### src/rtl/mem_access_ctl_pkg.sv
// Shared types for the load/store access controller: access/exception codes,
// FSM state encoding and the alignment rule.
package mem_access_ctl_pkg;

    localparam int ADDR_W = 32;
    localparam int DATA_W = 32;
    localparam int CNT_W  = 8;

    typedef enum logic {
        MEM_ACCESS_R = 1'b0,
        MEM_ACCESS_W = 1'b1
    } MEM_ACCESS_T;

    typedef enum logic [1:0] {
        MMU_EXCEPTION_NONE       = 2'd0,
        MMU_EXCEPTION_TLBMISS    = 2'd1,
        MMU_EXCEPTION_TLBINVALID = 2'd2,
        MMU_EXCEPTION_TLBMOD     = 2'd3
    } MMU_EXCEPTION_T;

    typedef enum logic [1:0] {
        MEM_SIZE_B = 2'd0,
        MEM_SIZE_H = 2'd1,
        MEM_SIZE_W = 2'd2
    } MEM_SIZE_T;

    typedef enum logic [2:0] {
        MEM_EXC_NONE   = 3'd0,
        MEM_EXC_ADEL   = 3'd1,
        MEM_EXC_ADES   = 3'd2,
        MEM_EXC_MMU    = 3'd3,
        MEM_EXC_BUSERR = 3'd4
    } MEM_EXC_T;

    typedef enum logic [2:0] {
        ST_IDLE  = 3'd0,
        ST_XLATE = 3'd1,
        ST_CHECK = 3'd2,
        ST_BUS   = 3'd3,
        ST_RESP  = 3'd4
    } ctl_state_t;

    // Size code 3 is reserved and always faults; halves need addr[0]=0,
    // words need addr[1:0]=0.
    function automatic logic is_misaligned(input logic [1:0] size, input logic [1:0] lo);
        logic mis;
        case (size)
            2'd0:    mis = 1'b0;
            2'd1:    mis = lo[0];
            2'd2:    mis = (lo != 2'b00);
            default: mis = 1'b1;
        endcase
        return mis;
    endfunction

endpackage

### src/rtl/mem_access_ctl_if.sv
// CPU request/response, MMU translation and memory bus signals of the
// access controller. master = controller side, slave = its environment.
interface mem_access_ctl_if;
    import mem_access_ctl_pkg::*;

    // CPU request / response
    logic           req_valid;
    logic           req_ready;
    logic [31:0]    req_addr;
    MEM_ACCESS_T    req_type;
    logic [1:0]     req_size;
    logic           req_signed;
    logic [31:0]    req_wdata;
    logic           resp_valid;
    logic [31:0]    resp_rdata;
    MEM_EXC_T       resp_exc;
    MMU_EXCEPTION_T resp_mmuExc;

    // MMU translation
    logic           mmu_addrValid;
    logic [31:0]    mmu_vAddr;
    MEM_ACCESS_T    mmu_accessType;
    logic [31:0]    mmu_pAddr;
    MMU_EXCEPTION_T mmu_exception;

    // Physical memory bus
    logic           bus_req;
    logic           bus_we;
    logic [31:0]    bus_addr;
    logic [3:0]     bus_be;
    logic [31:0]    bus_wdata;
    logic           bus_ack;
    logic [31:0]    bus_rdata;

    modport master (
        input  req_valid, req_addr, req_type, req_size, req_signed, req_wdata,
        output req_ready, resp_valid, resp_rdata, resp_exc, resp_mmuExc,
        output mmu_addrValid, mmu_vAddr, mmu_accessType,
        input  mmu_pAddr, mmu_exception,
        output bus_req, bus_we, bus_addr, bus_be, bus_wdata,
        input  bus_ack, bus_rdata
    );

    modport slave (
        output req_valid, req_addr, req_type, req_size, req_signed, req_wdata,
        input  req_ready, resp_valid, resp_rdata, resp_exc, resp_mmuExc,
        input  mmu_addrValid, mmu_vAddr, mmu_accessType,
        output mmu_pAddr, mmu_exception,
        input  bus_req, bus_we, bus_addr, bus_be, bus_wdata,
        output bus_ack, bus_rdata
    );

endinterface

### src/rtl/mem_access_ctl_lane.sv
// Byte-lane steering: byte enables, store data replication and load data
// shift plus zero/sign extension. Purely combinational.
module mem_lane
    import mem_access_ctl_pkg::*;
(
    input  logic [1:0]  addr_lo,
    input  logic [1:0]  size,
    input  logic        sgn,
    input  logic [31:0] wdata,
    input  logic [31:0] rdata,
    output logic [3:0]  be,
    output logic [31:0] wdata_rep,
    output logic [31:0] rdata_ext
);

    logic [31:0] shifted;

    assign shifted = rdata >> {addr_lo, 3'b000};

    // Lane selection and load extension by access size
    always_comb begin
        be        = 4'b0000;
        wdata_rep = wdata;
        rdata_ext = shifted;
        case (size)
            MEM_SIZE_B: begin
                be        = 4'b0001 << addr_lo;
                wdata_rep = {4{wdata[7:0]}};
                rdata_ext = {{24{sgn & shifted[7]}}, shifted[7:0]};
            end
            MEM_SIZE_H: begin
                be        = addr_lo[1] ? 4'b1100 : 4'b0011;
                wdata_rep = {2{wdata[15:0]}};
                rdata_ext = {{16{sgn & shifted[15]}}, shifted[15:0]};
            end
            MEM_SIZE_W: begin
                be        = 4'b1111;
                wdata_rep = wdata;
                rdata_ext = shifted;
            end
            default: begin
                be        = 4'b0000;
                wdata_rep = wdata;
                rdata_ext = shifted;
            end
        endcase
    end

endmodule

### src/rtl/mem_access_ctl.sv
// Load/store access controller: alignment check, MMU translation, one bus
// access with timeout, single response back to the pipeline.
module mem_access_ctl
    import mem_access_ctl_pkg::*;
#(
    parameter int unsigned TIMEOUT_CYCLES = 255
) (
    input  logic             clk,
    input  logic             res,
    mem_access_ctl_if.master mif
);

    localparam logic [CNT_W-1:0] CNT_LAST = CNT_W'(TIMEOUT_CYCLES - 1);

    ctl_state_t     state_q, state_d;

    logic [31:0]    addr_q;
    MEM_ACCESS_T    type_q;
    logic [1:0]     size_q;
    logic           signed_q;
    logic [31:0]    wdata_q;
    logic [31:0]    paddr_q;
    logic [CNT_W-1:0] cnt_q;
    logic [31:0]    rdata_q;
    MEM_EXC_T       exc_q;
    MMU_EXCEPTION_T mmuexc_q;

    logic           req_mis;
    logic           mmu_fault;
    logic           cnt_last;
    logic [3:0]     lane_be;
    logic [31:0]    lane_wdata;
    logic [31:0]    lane_rdata;

    assign req_mis   = is_misaligned(mif.req_size, mif.req_addr[1:0]);
    assign mmu_fault = (mif.mmu_exception != MMU_EXCEPTION_NONE);
    assign cnt_last  = (cnt_q == CNT_LAST);

    mem_lane u_lane (
        .addr_lo   (addr_q[1:0]),
        .size      (size_q),
        .sgn       (signed_q),
        .wdata     (wdata_q),
        .rdata     (mif.bus_rdata),
        .be        (lane_be),
        .wdata_rep (lane_wdata),
        .rdata_ext (lane_rdata)
    );

    // State register; reset aborts any access in flight without a response
    always_ff @(posedge clk) begin
        if (!res) state_q <= ST_IDLE;
        else      state_q <= state_d;
    end

    // Next-state logic; ack beats the final timeout count
    always_comb begin
        state_d = state_q;
        case (state_q)
            ST_IDLE:  if (mif.req_valid) state_d = req_mis ? ST_RESP : ST_XLATE;
            ST_XLATE: state_d = ST_CHECK;
            ST_CHECK: state_d = mmu_fault ? ST_RESP : ST_BUS;
            ST_BUS:   if (mif.bus_ack || cnt_last) state_d = ST_RESP;
            ST_RESP:  state_d = ST_IDLE;
            default:  state_d = ST_IDLE;
        endcase
    end

    // Strobes and bus drive decoded from state; bus fields only live in BUS
    always_comb begin
        mif.req_ready     = 1'b0;
        mif.resp_valid    = 1'b0;
        mif.mmu_addrValid = 1'b0;
        mif.bus_req       = 1'b0;
        mif.bus_we        = 1'b0;
        mif.bus_be        = 4'b0000;
        mif.bus_wdata     = 32'h0;
        case (state_q)
            ST_IDLE:  mif.req_ready     = 1'b1;
            ST_XLATE: mif.mmu_addrValid = 1'b1;
            ST_BUS: begin
                mif.bus_req   = 1'b1;
                mif.bus_we    = (type_q == MEM_ACCESS_W);
                mif.bus_be    = lane_be;
                mif.bus_wdata = lane_wdata;
            end
            ST_RESP:  mif.resp_valid    = 1'b1;
            default:  ;
        endcase
    end

    assign mif.mmu_vAddr      = addr_q;
    assign mif.mmu_accessType = type_q;
    assign mif.bus_addr       = {paddr_q[31:2], 2'b00};
    assign mif.resp_rdata     = rdata_q;
    assign mif.resp_exc       = exc_q;
    assign mif.resp_mmuExc    = mmuexc_q;

    // Request latch, translation capture, timeout counter and response data
    always_ff @(posedge clk) begin
        if (!res) begin
            addr_q   <= 32'h0;
            type_q   <= MEM_ACCESS_R;
            size_q   <= 2'd0;
            signed_q <= 1'b0;
            wdata_q  <= 32'h0;
            paddr_q  <= 32'h0;
            cnt_q    <= '0;
            rdata_q  <= 32'h0;
            exc_q    <= MEM_EXC_NONE;
            mmuexc_q <= MMU_EXCEPTION_NONE;
        end else begin
            case (state_q)
                ST_IDLE: if (mif.req_valid) begin
                    addr_q   <= mif.req_addr;
                    type_q   <= mif.req_type;
                    size_q   <= mif.req_size;
                    signed_q <= mif.req_signed;
                    wdata_q  <= mif.req_wdata;
                    rdata_q  <= 32'h0;
                    mmuexc_q <= MMU_EXCEPTION_NONE;
                    if (!req_mis)                            exc_q <= MEM_EXC_NONE;
                    else if (mif.req_type == MEM_ACCESS_W)   exc_q <= MEM_EXC_ADES;
                    else                                     exc_q <= MEM_EXC_ADEL;
                end
                ST_CHECK: begin
                    if (mmu_fault) begin
                        exc_q    <= MEM_EXC_MMU;
                        mmuexc_q <= mif.mmu_exception;
                    end else begin
                        paddr_q <= mif.mmu_pAddr;
                        cnt_q   <= '0;
                    end
                end
                ST_BUS: begin
                    if (mif.bus_ack) begin
                        exc_q   <= MEM_EXC_NONE;
                        rdata_q <= (type_q == MEM_ACCESS_R) ? lane_rdata : 32'h0;
                    end else if (cnt_last) begin
                        exc_q <= MEM_EXC_BUSERR;
                    end else begin
                        cnt_q <= cnt_q + 1'b1;
                    end
                end
                default: ;
            endcase
        end
    end

endmodule

### src/flat_wrapper.sv
// flat-port wrapper written by rule: the top's interface ports become plain ports
module mem_access_ctl_flat import mem_access_ctl_pkg::*;
#(
    parameter int unsigned TIMEOUT_CYCLES = 255
)
  (clk, res, mif_req_valid, mif_req_addr, mif_req_type, mif_req_size, mif_req_signed, mif_req_wdata, mif_req_ready, mif_resp_valid, mif_resp_rdata, mif_resp_exc, mif_resp_mmuExc, mif_mmu_addrValid, mif_mmu_vAddr, mif_mmu_accessType, mif_mmu_pAddr, mif_mmu_exception, mif_bus_req, mif_bus_we, mif_bus_addr, mif_bus_be, mif_bus_wdata, mif_bus_ack, mif_bus_rdata);
  mem_access_ctl_if mif_i ();
  input  logic clk;
  input  logic res;
  input wire logic [$bits(mif_i.req_valid)-1:0] mif_req_valid;
  input wire logic [$bits(mif_i.req_addr)-1:0] mif_req_addr;
  input wire logic [$bits(mif_i.req_type)-1:0] mif_req_type;
  input wire logic [$bits(mif_i.req_size)-1:0] mif_req_size;
  input wire logic [$bits(mif_i.req_signed)-1:0] mif_req_signed;
  input wire logic [$bits(mif_i.req_wdata)-1:0] mif_req_wdata;
  output wire logic [$bits(mif_i.req_ready)-1:0] mif_req_ready;
  output wire logic [$bits(mif_i.resp_valid)-1:0] mif_resp_valid;
  output wire logic [$bits(mif_i.resp_rdata)-1:0] mif_resp_rdata;
  output wire logic [$bits(mif_i.resp_exc)-1:0] mif_resp_exc;
  output wire logic [$bits(mif_i.resp_mmuExc)-1:0] mif_resp_mmuExc;
  output wire logic [$bits(mif_i.mmu_addrValid)-1:0] mif_mmu_addrValid;
  output wire logic [$bits(mif_i.mmu_vAddr)-1:0] mif_mmu_vAddr;
  output wire logic [$bits(mif_i.mmu_accessType)-1:0] mif_mmu_accessType;
  input wire logic [$bits(mif_i.mmu_pAddr)-1:0] mif_mmu_pAddr;
  input wire logic [$bits(mif_i.mmu_exception)-1:0] mif_mmu_exception;
  output wire logic [$bits(mif_i.bus_req)-1:0] mif_bus_req;
  output wire logic [$bits(mif_i.bus_we)-1:0] mif_bus_we;
  output wire logic [$bits(mif_i.bus_addr)-1:0] mif_bus_addr;
  output wire logic [$bits(mif_i.bus_be)-1:0] mif_bus_be;
  output wire logic [$bits(mif_i.bus_wdata)-1:0] mif_bus_wdata;
  input wire logic [$bits(mif_i.bus_ack)-1:0] mif_bus_ack;
  input wire logic [$bits(mif_i.bus_rdata)-1:0] mif_bus_rdata;
  assign mif_i.req_valid = mif_req_valid;
  assign mif_i.req_addr = mif_req_addr;
  assign mif_i.req_type = mif_req_type;
  assign mif_i.req_size = mif_req_size;
  assign mif_i.req_signed = mif_req_signed;
  assign mif_i.req_wdata = mif_req_wdata;
  assign mif_req_ready = mif_i.req_ready;
  assign mif_resp_valid = mif_i.resp_valid;
  assign mif_resp_rdata = mif_i.resp_rdata;
  assign mif_resp_exc = mif_i.resp_exc;
  assign mif_resp_mmuExc = mif_i.resp_mmuExc;
  assign mif_mmu_addrValid = mif_i.mmu_addrValid;
  assign mif_mmu_vAddr = mif_i.mmu_vAddr;
  assign mif_mmu_accessType = mif_i.mmu_accessType;
  assign mif_i.mmu_pAddr = mif_mmu_pAddr;
  assign mif_i.mmu_exception = mif_mmu_exception;
  assign mif_bus_req = mif_i.bus_req;
  assign mif_bus_we = mif_i.bus_we;
  assign mif_bus_addr = mif_i.bus_addr;
  assign mif_bus_be = mif_i.bus_be;
  assign mif_bus_wdata = mif_i.bus_wdata;
  assign mif_i.bus_ack = mif_bus_ack;
  assign mif_i.bus_rdata = mif_bus_rdata;
  mem_access_ctl #(.TIMEOUT_CYCLES(TIMEOUT_CYCLES)) u_core (.clk(clk), .res(res), .mif(mif_i));
endmodule
### config.mk
export PLATFORM = sky130hd
export DESIGN_NAME = mem_access_ctl_flat
export DESIGN_NICKNAME = d
export VERILOG_FILES = /design/src/rtl/mem_access_ctl_pkg.sv /design/src/rtl/mem_access_ctl_if.sv /design/src/rtl/mem_access_ctl_lane.sv /design/src/rtl/mem_access_ctl.sv /design/src/flat_wrapper.sv
export SDC_FILE = /design/constraint.sdc
export NUM_CORES = 1
export LEC_CHECK = 0
export CAP_MARGIN = 15
export CORE_MARGIN = 3
export CORE_UTILIZATION = 43
export DETAILED_ROUTE_END_ITERATION = 8
export GPL_TIMING_DRIVEN = 0
export MAX_ROUTING_LAYER = met4
export PLACE_DENSITY = 0.9
export SLEW_MARGIN = 10
export SYNTH_ARGS = -nofsm -noshare
export SYNTH_HDL_FRONTEND = slang
export SYNTH_SLANG_ARGS = --single-unit
### constraint.sdc
create_clock -name clk -period 2.1 [get_ports clk]
set_input_delay 0.315 -clock clk [delete_from_list [all_inputs] [get_ports clk]]
set_output_delay 0.315 -clock clk [all_outputs]
set_load 0.005 [all_outputs]
==> results of run 1 <==
## sequential cells by signal (all words and copies together) (netlist names)
signal / flops
u_core.mif.resp_mmuExc: 2
u_core.wdata_q: 32
u_core.mif.mmu_vAddr: 32
u_core.state_q: 3
u_core.mif.mmu_accessType: 1
u_core.signed_q: 1
u_core.cnt_q: 8
u_core.paddr_q: 30
u_core.mif.resp_rdata: 32
u_core.size_q: 2
u_core.mif.resp_exc: 3
## worst paths after layout
kind,startpoint,endpoint,slack [ns],cells after the start
min reg2reg,u_core.mif.mmu_vAddr[18],u_core.mif.mmu_vAddr[18],0.45,2
max,u_core.size_q[0],mif_bus_wdata[26],0.05,6
max reg2reg,u_core.mif.mmu_vAddr[0],u_core.mif.resp_rdata[16],0.13,7
min,res,u_core.mif.resp_rdata[22],0.30,3
## Yosys cell counts, drive strengths merged, types with 3 or more instances
master | instances | area [um^2]
nand2 | 233 | 877
dfxtp | 146 | 2920
a21oi | 129 | 646
clkbuf | 44 | 166
nor2 | 39 | 154
o21ai | 29 | 145
mux2i | 27 | 270
buf | 26 | 156
a32oi | 23 | 201
nand3 | 14 | 70.1
nor2b | 10 | 62.6
nor3 | 10 | 55.1
a211o | 9 | 78.8
and3 | 9 | 56.3
inv | 8 | 30.0
mux2 | 8 | 90.1
a22o | 7 | 61.3
a2bb2oi | 7 | 61.3
a2111o | 4 | 45.0
and2 | 4 | 25.0
nand2b | 3 | 18.8
nor3b | 3 | 38.8
or2 | 3 | 18.8
## worst max-delay path, delay by kind of cell (launching register included)
family,cells,cell delay [ns]
flip-flops,1,0.41
buffers and inverters,2,0.40
multiplexers,1,0.24
AO/OA/AOI/OAI,1,0.15
AND/OR/NAND/NOR,2,0.11
## layout make-up
type | count | area share, %
buffer | 66 | 4.31
clock buffer | 20 | 4.48
clock inverter | 11 | 0.768
inverter | 8 | 0.288
multi-input combinational | 604 | 32.1
sequential | 146 | 28.2
tap | 184 | 2.21
timing repair buffer | 294 | 27.6
## metal layers
layer	part of all wire [%]	track usage (%)	vias to the layer above
li1	-	-	3481
met1	40	33.2	3434
met2	47	46.8	374
met3	9.3	8.20	55
met4	3.4	11.4	0
met5	0	-	-
## per-stage QoR
| stage | worst slack, ns | setup TNS (ns) | instances | area, um^2 | total power (W) |
|---|---|---|---|---|---|
| 2_1_floorplan | 0.386 | 0 | 828 | 6560 | 0.00351 |
| 3_3_place_gp | -0.475 | -7.96 | 1287 | 9540 | 0.00406 |
| 3_5_place_dp | -0.552 | -8.96 | 1287 | 9540 | 0.00408 |
| 4_1_cts | -0.0653 | -0.213 | 1330 | 10400 | 0.00693 |
| 5_1_grt | 0.00878 | 0 | 1333 | 10400 | 0.00719 |
| 6_report | 0.0474 | 0 | 1333 | 10400 | 0.00694 |
## cells by family (layout without fill, tap and decap cells)
| group | Yosys count | after routing | share of synthesized area [%] |
|---|---|---|---|
| simple gates | 338 | 338 | 22.5 |
| compound gates | 226 | 226 | 21.2 |
| buf+inv | 78 | 399 | 5.38 |
| other cells | 1 | 2 | 0.0572 |
| flops | 146 | 146 | 44.6 |
| mux | 36 | 36 | 5.84 |
| fa+ha+maj | 2 | 2 | 0.382 |
## timing repair
item                       4_1_cts  5_1_grt
hold endpoints to repair         0        0
gates cloned                     1        1
setup endpoints to repair       41       12
pin swaps                        2        1
buffers inserted                15        2
resized for setup              102       12
## power groups by stage
stage / Combinational (W) / Sequential, W / Clock, W
2_1_floorplan: 0.000512 / 0.00300 / 0
3_3_place_gp: 0.00105 / 0.00301 / 0
3_5_place_dp: 0.00107 / 0.00301 / 0
4_1_cts: 0.00114 / 0.00296 / 0.00283
5_1_grt: 0.00127 / 0.00297 / 0.00295
6_report: 0.00117 / 0.00297 / 0.00281
==> flow_summary.yaml, run 1 <==
status:
  status: "finished, final reports clean"
placed_design:
  io_buffers: 275
  gp_congestion: 0.953
  place_hpwl_um: 17600
finish:
  drive_gt1_share_pct: 10.8
  num-nets-final: 1277
  final_core_util_pct: 70.9
  final_cell_mix: "235 x clkdlybuf4s50_1, 231 x nand2_1, 139 x dfxtp_1"
  seq_area_um2: 2940
  n_fill_cell: 1079
  layout_commonest_cell: "clkdlybuf4s50_1"
  n_antenna_cell: 0
  syn_to_final_growth_pct: 59.1
  multi_input_area_um2: 3350
critical_path:
  cp_data_arrival_time_ns: 1.74
  crit_type: "flop to output pin"
  startpoint_type: "flop"
  cp_cell_sequence: "buf_12 -> mux2i_2 -> nor2_1 -> a21oi_1 -> nor2_2 -> dlygate4sd2_1"
  crit_slowest_cell: "dfxtp_4"
  worstPathRequired_ns: 1.78
  crit_fanout: 6
  max_stage_delay_ns: 0.41
  end_kind: "output pin"
sta:
  fin_skew_ns: 0.00850
  clock.fmax_mhz: 487
  hold_violations: 0
  slew_violations: 0
  finalCritPeriodShare_pct: 97.7
  rsz0062_at_grt: "no"
  min_period_ns: 2.05
  worst_pin_slew_ns: 0.830
  timing.hold.ws_ns: 0.300
  slew_headroom_pct: 44.2
  setup_viol: 0
pwr:
  leakage_nw: 4.04
  switchingPower_w: 0.00186
  irDropWorstVdd_mv: 0.703
  seqPwrFrac_pct: 42.7
  clockPowerShare_pct: 40.4
  powerDensity_nw_per_um2: 665
  intPower_w: 0.00508
  power_frac_comb_pct: 16.8
  swShare_pct: 26.7
route:
  ant_nets: 0
  initialDrtViolationCount: 647
  drt_pre_antenna_iters: 6
  drcViolationCount: 0
  vias: 7344
  routed_wl_um: 24100
  wl_per_cell_um: 18.1
  avgViaCountPerCell: 5.51
floorplanning:
  initial_core_util_pct: 44.6
  die-area_um2: 16800
  die_width_um: 129
  io_pins: 281
  die_y_um: 129
  num_rows: 44
  core_um2: 14700
global_routing:
  grt_pass1_vias: 7201
  grt_pass1_wl_um: 36900
  overflow: 0
  grt_max_degree: 20
  track_usage_pct: 28.6
  antenna_found_initial: 0
flow_run:
  drv_cap: 0
clock_network:
  clk_pin_slew_ns: 0.06
  htree_levels: 4
  cts_made_buffers: 17
  cts_sinks: 146
  cts.path.max_buffers: 2
  root_buffer: "clkbuf_16"
  cts_tree: "built"
  insertion_delay_ns: 0.42
  holdBufCountCts: 0
synthesis:
  syn_inst: 827
  synth.distinct_cells: 56
  postSynth.asyncResetShare_pct: 0
  yosysWarnings: 0
  ys.flop_type: "dfxtp_1"
  seq_area_frac_synth_pct: 44.6
  synth-edff-count: 0
  synth.ff_latch_count: 146
  syn_area_um2: 6550
  syn_avg_cell_area_um2: 7.92
worst_hold_path:
  hold_path_class: "primary input to flop"
No activity file was read; power rests on OpenSTA's default activity.
==> inputs of run 2 (changes only) <==
--- a/config.mk
+++ b/config.mk
@@ -6,6 +6,7 @@
 export NUM_CORES = 1
 export LEC_CHECK = 0
 export CAP_MARGIN = 15
+export CORE_ASPECT_RATIO = 0.9
 export CORE_MARGIN = 3
 export CORE_UTILIZATION = 43
 export DETAILED_ROUTE_END_ITERATION = 8
==> flow_summary.yaml, run 2 (synthesis gave the netlist of run 1 again) <==
sta:
  fin_ws_ns: -0.0153
  setup_viol: 1
  min_period_ns: 2.12
  rsz0062_at_grt: "yes"
  slew_headroom_pct: 45.6
  hold_violations: 0
  fin_skew_ns: 0.0131
  clock.fmax_mhz: 473
  slew_violations: 0
  worst_pin_slew_ns: 0.809
  finalCritPeriodShare_pct: 101
pwr:
  swShare_pct: 26.6
  power_frac_comb_pct: 16.8
  intPower_w: 0.00517
  clockPowerShare_pct: 41.1
  powerDensity_nw_per_um2: 676
  switchingPower_w: 0.00188
  leakage_nw: 3.94
  irDropWorstVdd_mv: 0.535
  seqPwrFrac_pct: 42.1
clock_network:
  cts_made_buffers: 17
  cts_sinks: 146
  clk_pin_slew_ns: 0.06
  root_buffer: "clkbuf_16"
  insertion_delay_ns: 0.43
  cts_tree: "built"
  holdBufCountCts: 0
  cts.path.max_buffers: 2
  htree_levels: 4
global_routing:
  grt_max_degree: 20
  overflow: 0
  antenna_found_initial: 0
  grt_pass1_vias: 7343
  grt_pass1_wl_um: 37500
  track_usage_pct: 29.7
floorplanning:
  die-area_um2: 16800
  io_pins: 281
  die_width_um: 136
  initial_core_util_pct: 44.2
  core_um2: 14800
  num_rows: 42
  die_y_um: 123
critical_path:
  startpoint_type: "flop"
  crit_type: "flop to output pin"
  cp_data_arrival_time_ns: 1.80
  crit_fanout: 6
  worstPathRequired_ns: 1.78
  end_kind: "output pin"
route:
  drcViolationCount: 0
  vias: 7578
  avgViaCountPerCell: 5.61
  routed_wl_um: 25200
  wl_per_cell_um: 18.6
  ant_nets: 0
  drt_pre_antenna_iters: 5
  initialDrtViolationCount: 609
worst_hold_path:
  hold_path_class: "primary input to flop"
placed_design:
  place_ws_ns: -0.487
  place_hpwl_um: 17900
  gp_congestion: 0.935
  io_buffers: 275
finish:
  final_core_util_pct: 70.4
  drive_gt1_share_pct: 13.0
  final_cell_mix: "234 x clkdlybuf4s50_1, 231 x nand2_1, 140 x dfxtp_1"
  num-nets-final: 1279
  syn_to_final_growth_pct: 59.2
  layout_commonest_cell: "clkdlybuf4s50_1"
  n_antenna_cell: 0
status:
  violations: "setup timing"
  status: "finished, violations left"
flow_run:
  drv_cap: 0
-- run 2: worst paths after layout --
path,startpoint,cells past startpoint,slack [ns],end
worst min-delay path,res,3,0.31,u_core.mif.resp_rdata[21]
worst max-delay path,u_core.size_q[0],5,-0.02,mif_bus_be[2]
worst max register to register,u_core.state_q[1],6,0.07,u_core.mif.resp_rdata[20]
worst min register to register,u_core.paddr_q[22],2,0.45,u_core.paddr_q[22]
-- run 2: through the flow --
step	cells	area (um^2)	total power (W)	TNS, ns	hold slack, ns
2_1_floorplan	828	6560	0.00351	0	0.434
3_5_place_dp	1301	9560	0.00409	-9.40	0.446
5_1_grt	1350	10400	0.00729	-0.152	0.319
3_3_place_gp	1301	9560	0.00406	-8.36	0.440
6_report	1350	10400	0.00705	-0.0153	0.309
4_1_cts	1344	10400	0.00702	0	0.284
-- run 2: what timing repair did --
action | in CTS | in global routing
pin swaps | 6 | 1
setup endpoints to repair | 41 | 28
gates resized for setup | 116 | 46
gates cloned | 1 | 0
setup buffers | 14 | 6
-- run 2: power by group through the flow --
stage / clock [W] / combinational [W] / sequential (W)
2_1_floorplan: 0 / 0.000512 / 0.00300
3_3_place_gp: 0 / 0.00106 / 0.00300
3_5_place_dp: 0 / 0.00108 / 0.00301
4_1_cts: 0.00292 / 0.00114 / 0.00296
5_1_grt: 0.00304 / 0.00127 / 0.00298
6_report: 0.00289 / 0.00119 / 0.00297
-- run 2: metal layers --
| metal | track usage, % | up-vias | routed length (um) |
|---|---|---|---|
| met5 | - | - | 0 |
| met3 | 8.75 | 80 | 2510 |
| met4 | 12.1 | 0 | 892 |
| met1 | 35.0 | 3563 | 9740 |
| li1 | - | 3498 | - |
| met2 | 47.8 | 437 | 12000 |
-- run 2: layout make-up --
class | instances | area (um^2)
fill | 1140 | 4380
timing repair buffer | 295 | 2820
sequential | 146 | 2940
tap | 198 | 248
multi-input combinational | 604 | 3400
clock inverter | 11 | 105
inverter | 8 | 30.0
clock buffer | 21 | 460
buffer | 67 | 444
-- run 2: critical path: stages (launching register included) --
cell           delay, ns
dfxtp_4             0.39
buf_4               0.16
nand2b_1            0.22
a21oi_1             0.27
nor2_4              0.07
dlygate4sd2_1       0.26
==> inputs of run 3 (changes only) <==
--- a/config.mk
+++ b/config.mk
@@ -6,9 +6,11 @@
 export NUM_CORES = 1
 export LEC_CHECK = 0
 export CAP_MARGIN = 15
+export CELL_PAD_IN_SITES_DETAIL_PLACEMENT = 0
+export CELL_PAD_IN_SITES_GLOBAL_PLACEMENT = 1
 export CORE_ASPECT_RATIO = 0.9
 export CORE_MARGIN = 3
-export CORE_UTILIZATION = 43
+export CORE_UTILIZATION = 30
 export DETAILED_ROUTE_END_ITERATION = 8
 export GPL_TIMING_DRIVEN = 0
 export MAX_ROUTING_LAYER = met4
==> constraint.sdc (replaced) <==
create_clock -name clk -period 2.4 [get_ports clk]
set_input_delay 0.36 -clock clk [delete_from_list [all_inputs] [get_ports clk]]
set_output_delay 0.36 -clock clk [all_outputs]
set_load 0.005 [all_outputs]
==> flow_summary.yaml, run 3 (synthesis gave the netlist of run 1 again) <==
route:
  vias: 7050
  routed_wl_um: 25100
  wl_per_cell_um: 17.7
  initialDrtViolationCount: 478
  ant_nets: 0
  drcViolationCount: 0
  avgViaCountPerCell: 4.97
  drt_pre_antenna_iters: 5
pwr:
  powerDensity_nw_per_um2: 613
  irDropWorstVdd_mv: 0.394
  leakage_nw: 3.89
  power.total_w: 0.00636
global_routing:
  use_met3_pct: 6.21
  track_usage_pct: 21.2
  antenna_found_initial: 0
  use_met1_pct: 26.4
  grt_pass1_wl_um: 38400
  grt_max_degree: 20
  grt_pass1_vias: 7045
  use_met2_pct: 33.4
  overflow: 0
  busiest_layer: "met2"
finish:
  final_core_util_pct: 49.1
  syn_to_final_growth_pct: 58.3
  final_area_um2: 10400
  num-nets-final: 1260
  fin_cells: 1419
  n_antenna_cell: 0
  layout_commonest_cell: "clkdlybuf4s50_1"
  final_cell_mix: "251 x clkdlybuf4s50_1, 231 x nand2_1, 143 x dfxtp_1"
  drive_gt1_share_pct: 8.74
worst_hold_path:
  hold_end: "u_core.mif.resp_rdata[23]"
  hold-path-cell-count: 3
  hold_path_class: "primary input to flop"
  hp-start: "res"
sta:
  setup_viol: 0
  min_period_ns: 2.38
  fin_skew_ns: 0.0122
  tns_ns: 0
  slew_violations: 0
  finalCritPeriodShare_pct: 99.0
  clock.fmax_mhz: 421
  rsz0062_at_grt: "yes"
  hold_violations: 0
  slew_headroom_pct: 45.1
  worst_pin_slew_ns: 0.817
clock_network:
  root_buffer: "clkbuf_16"
  cts_sinks: 146
  cts.path.max_buffers: 2
  cts_tree: "built"
  insertion_delay_ns: 0.43
  holdBufCountCts: 0
  cts_made_buffers: 17
  clk_pin_slew_ns: 0.07
  htree_levels: 4
critical_path:
  critPathBufInv: 3
  worstPathRequired_ns: 2.04
  r2r_slack_ns: 0.49
  crit_type: "flop to output pin"
  end_kind: "output pin"
  cp_data_arrival_time_ns: 2.02
  r2r_cells: 7
  max_stage_delay_ns: 0.57
  crit_slowest_cell: "clkdlybuf4s50_1"
  startpoint_type: "flop"
  cp_cell_sequence: "buf_4 -> clkbuf_2 -> nor3_1 -> clkdlybuf4s50_1"
  r2r_end: "u_core.mif.resp_rdata[16]"
  crit_fanout: 10
  crit_family: "buffers and inverters"
  worstReg2RegStart: "u_core.state_q[2]"
placed_design:
  place_hpwl_um: 19000
  dpl_cell_area_um2: 9670
  io_buffers: 275
  gp_congestion: 0.965
  dp.cells: 1389
floorplanning:
  io_pins: 281
  die_y_um: 146
  num_rows: 50
  die-area_um2: 23700
  core_um2: 21100
  initial_core_util_pct: 31.0
  die_width_um: 162
flow_run:
  drv_cap: 0
status:
  status: "finished, final reports clean"
## run 3: tightest hold or removal path, stage by stage
cell and delay (ns):
buf_2 0.20, a32oi_1 0.12, o21ai_0 0.06
## run 3: stage by stage
stage,setup WS [ns],hold slack (ns)
5_1_grt,-0.0317,0.374
3_5_place_dp,-0.228,0.447
6_report,0.0240,0.351
3_3_place_gp,-0.226,0.441
2_1_floorplan,0.641,0.436
4_1_cts,-0.00330,0.346
## run 3: area by class of cell
class | instances | area [um^2]
flip-flops and latches | 146 | 2930
clock inverters | 15 | 181
inverters | 8 | 30.0
clock buffers | 17 | 425
well taps | 286 | 358
multi-input cells | 604 | 3320
fillers | 2122 | 10800
repair buffers | 277 | 2750
plain buffers | 66 | 385
## run 3: per-layer routing
layer	up-vias	wire length, um
met5	-	0
met4	0	449
met3	31	2100
met2	296	11600
met1	3286	11000
li1	3437	-
## run 3: timing repair
item                                   CTS  global route
cloned                                   0             0
buffers inserted                         1             1
endpoints found under the hold margin    0             0
pin swaps                                1             0
setup endpoints to repair               39            22
gates resized for setup                 58            12
## run 3: report_power, final
group          leakage, nW  internal, W  switching [W]
logic                 2.40     0.000490       0.000489
clock network        0.299      0.00159        0.00120
registers             1.19      0.00252      0.0000722
total                 3.89      0.00459        0.00176
## run 3: how the worst max path moves through the flow
| stage | depth (start not counted) | from | endpoint |
|---|---|---|---|
| 6_report | 4 | u_core.state_q[0] | mif_req_ready |
| 5_1_grt | 4 | u_core.state_q[0] | mif_req_ready |
| 2_1_floorplan | 5 | u_core.mif.mmu_vAddr[0] | mif_bus_be[3] |
| 3_5_place_dp | 6 | u_core.mif.mmu_vAddr[0] | mif_bus_be[1] |
| 4_1_cts | 5 | u_core.size_q[1] | mif_bus_wdata[19] |
| 3_3_place_gp | 6 | u_core.mif.mmu_vAddr[0] | mif_bus_be[1] |
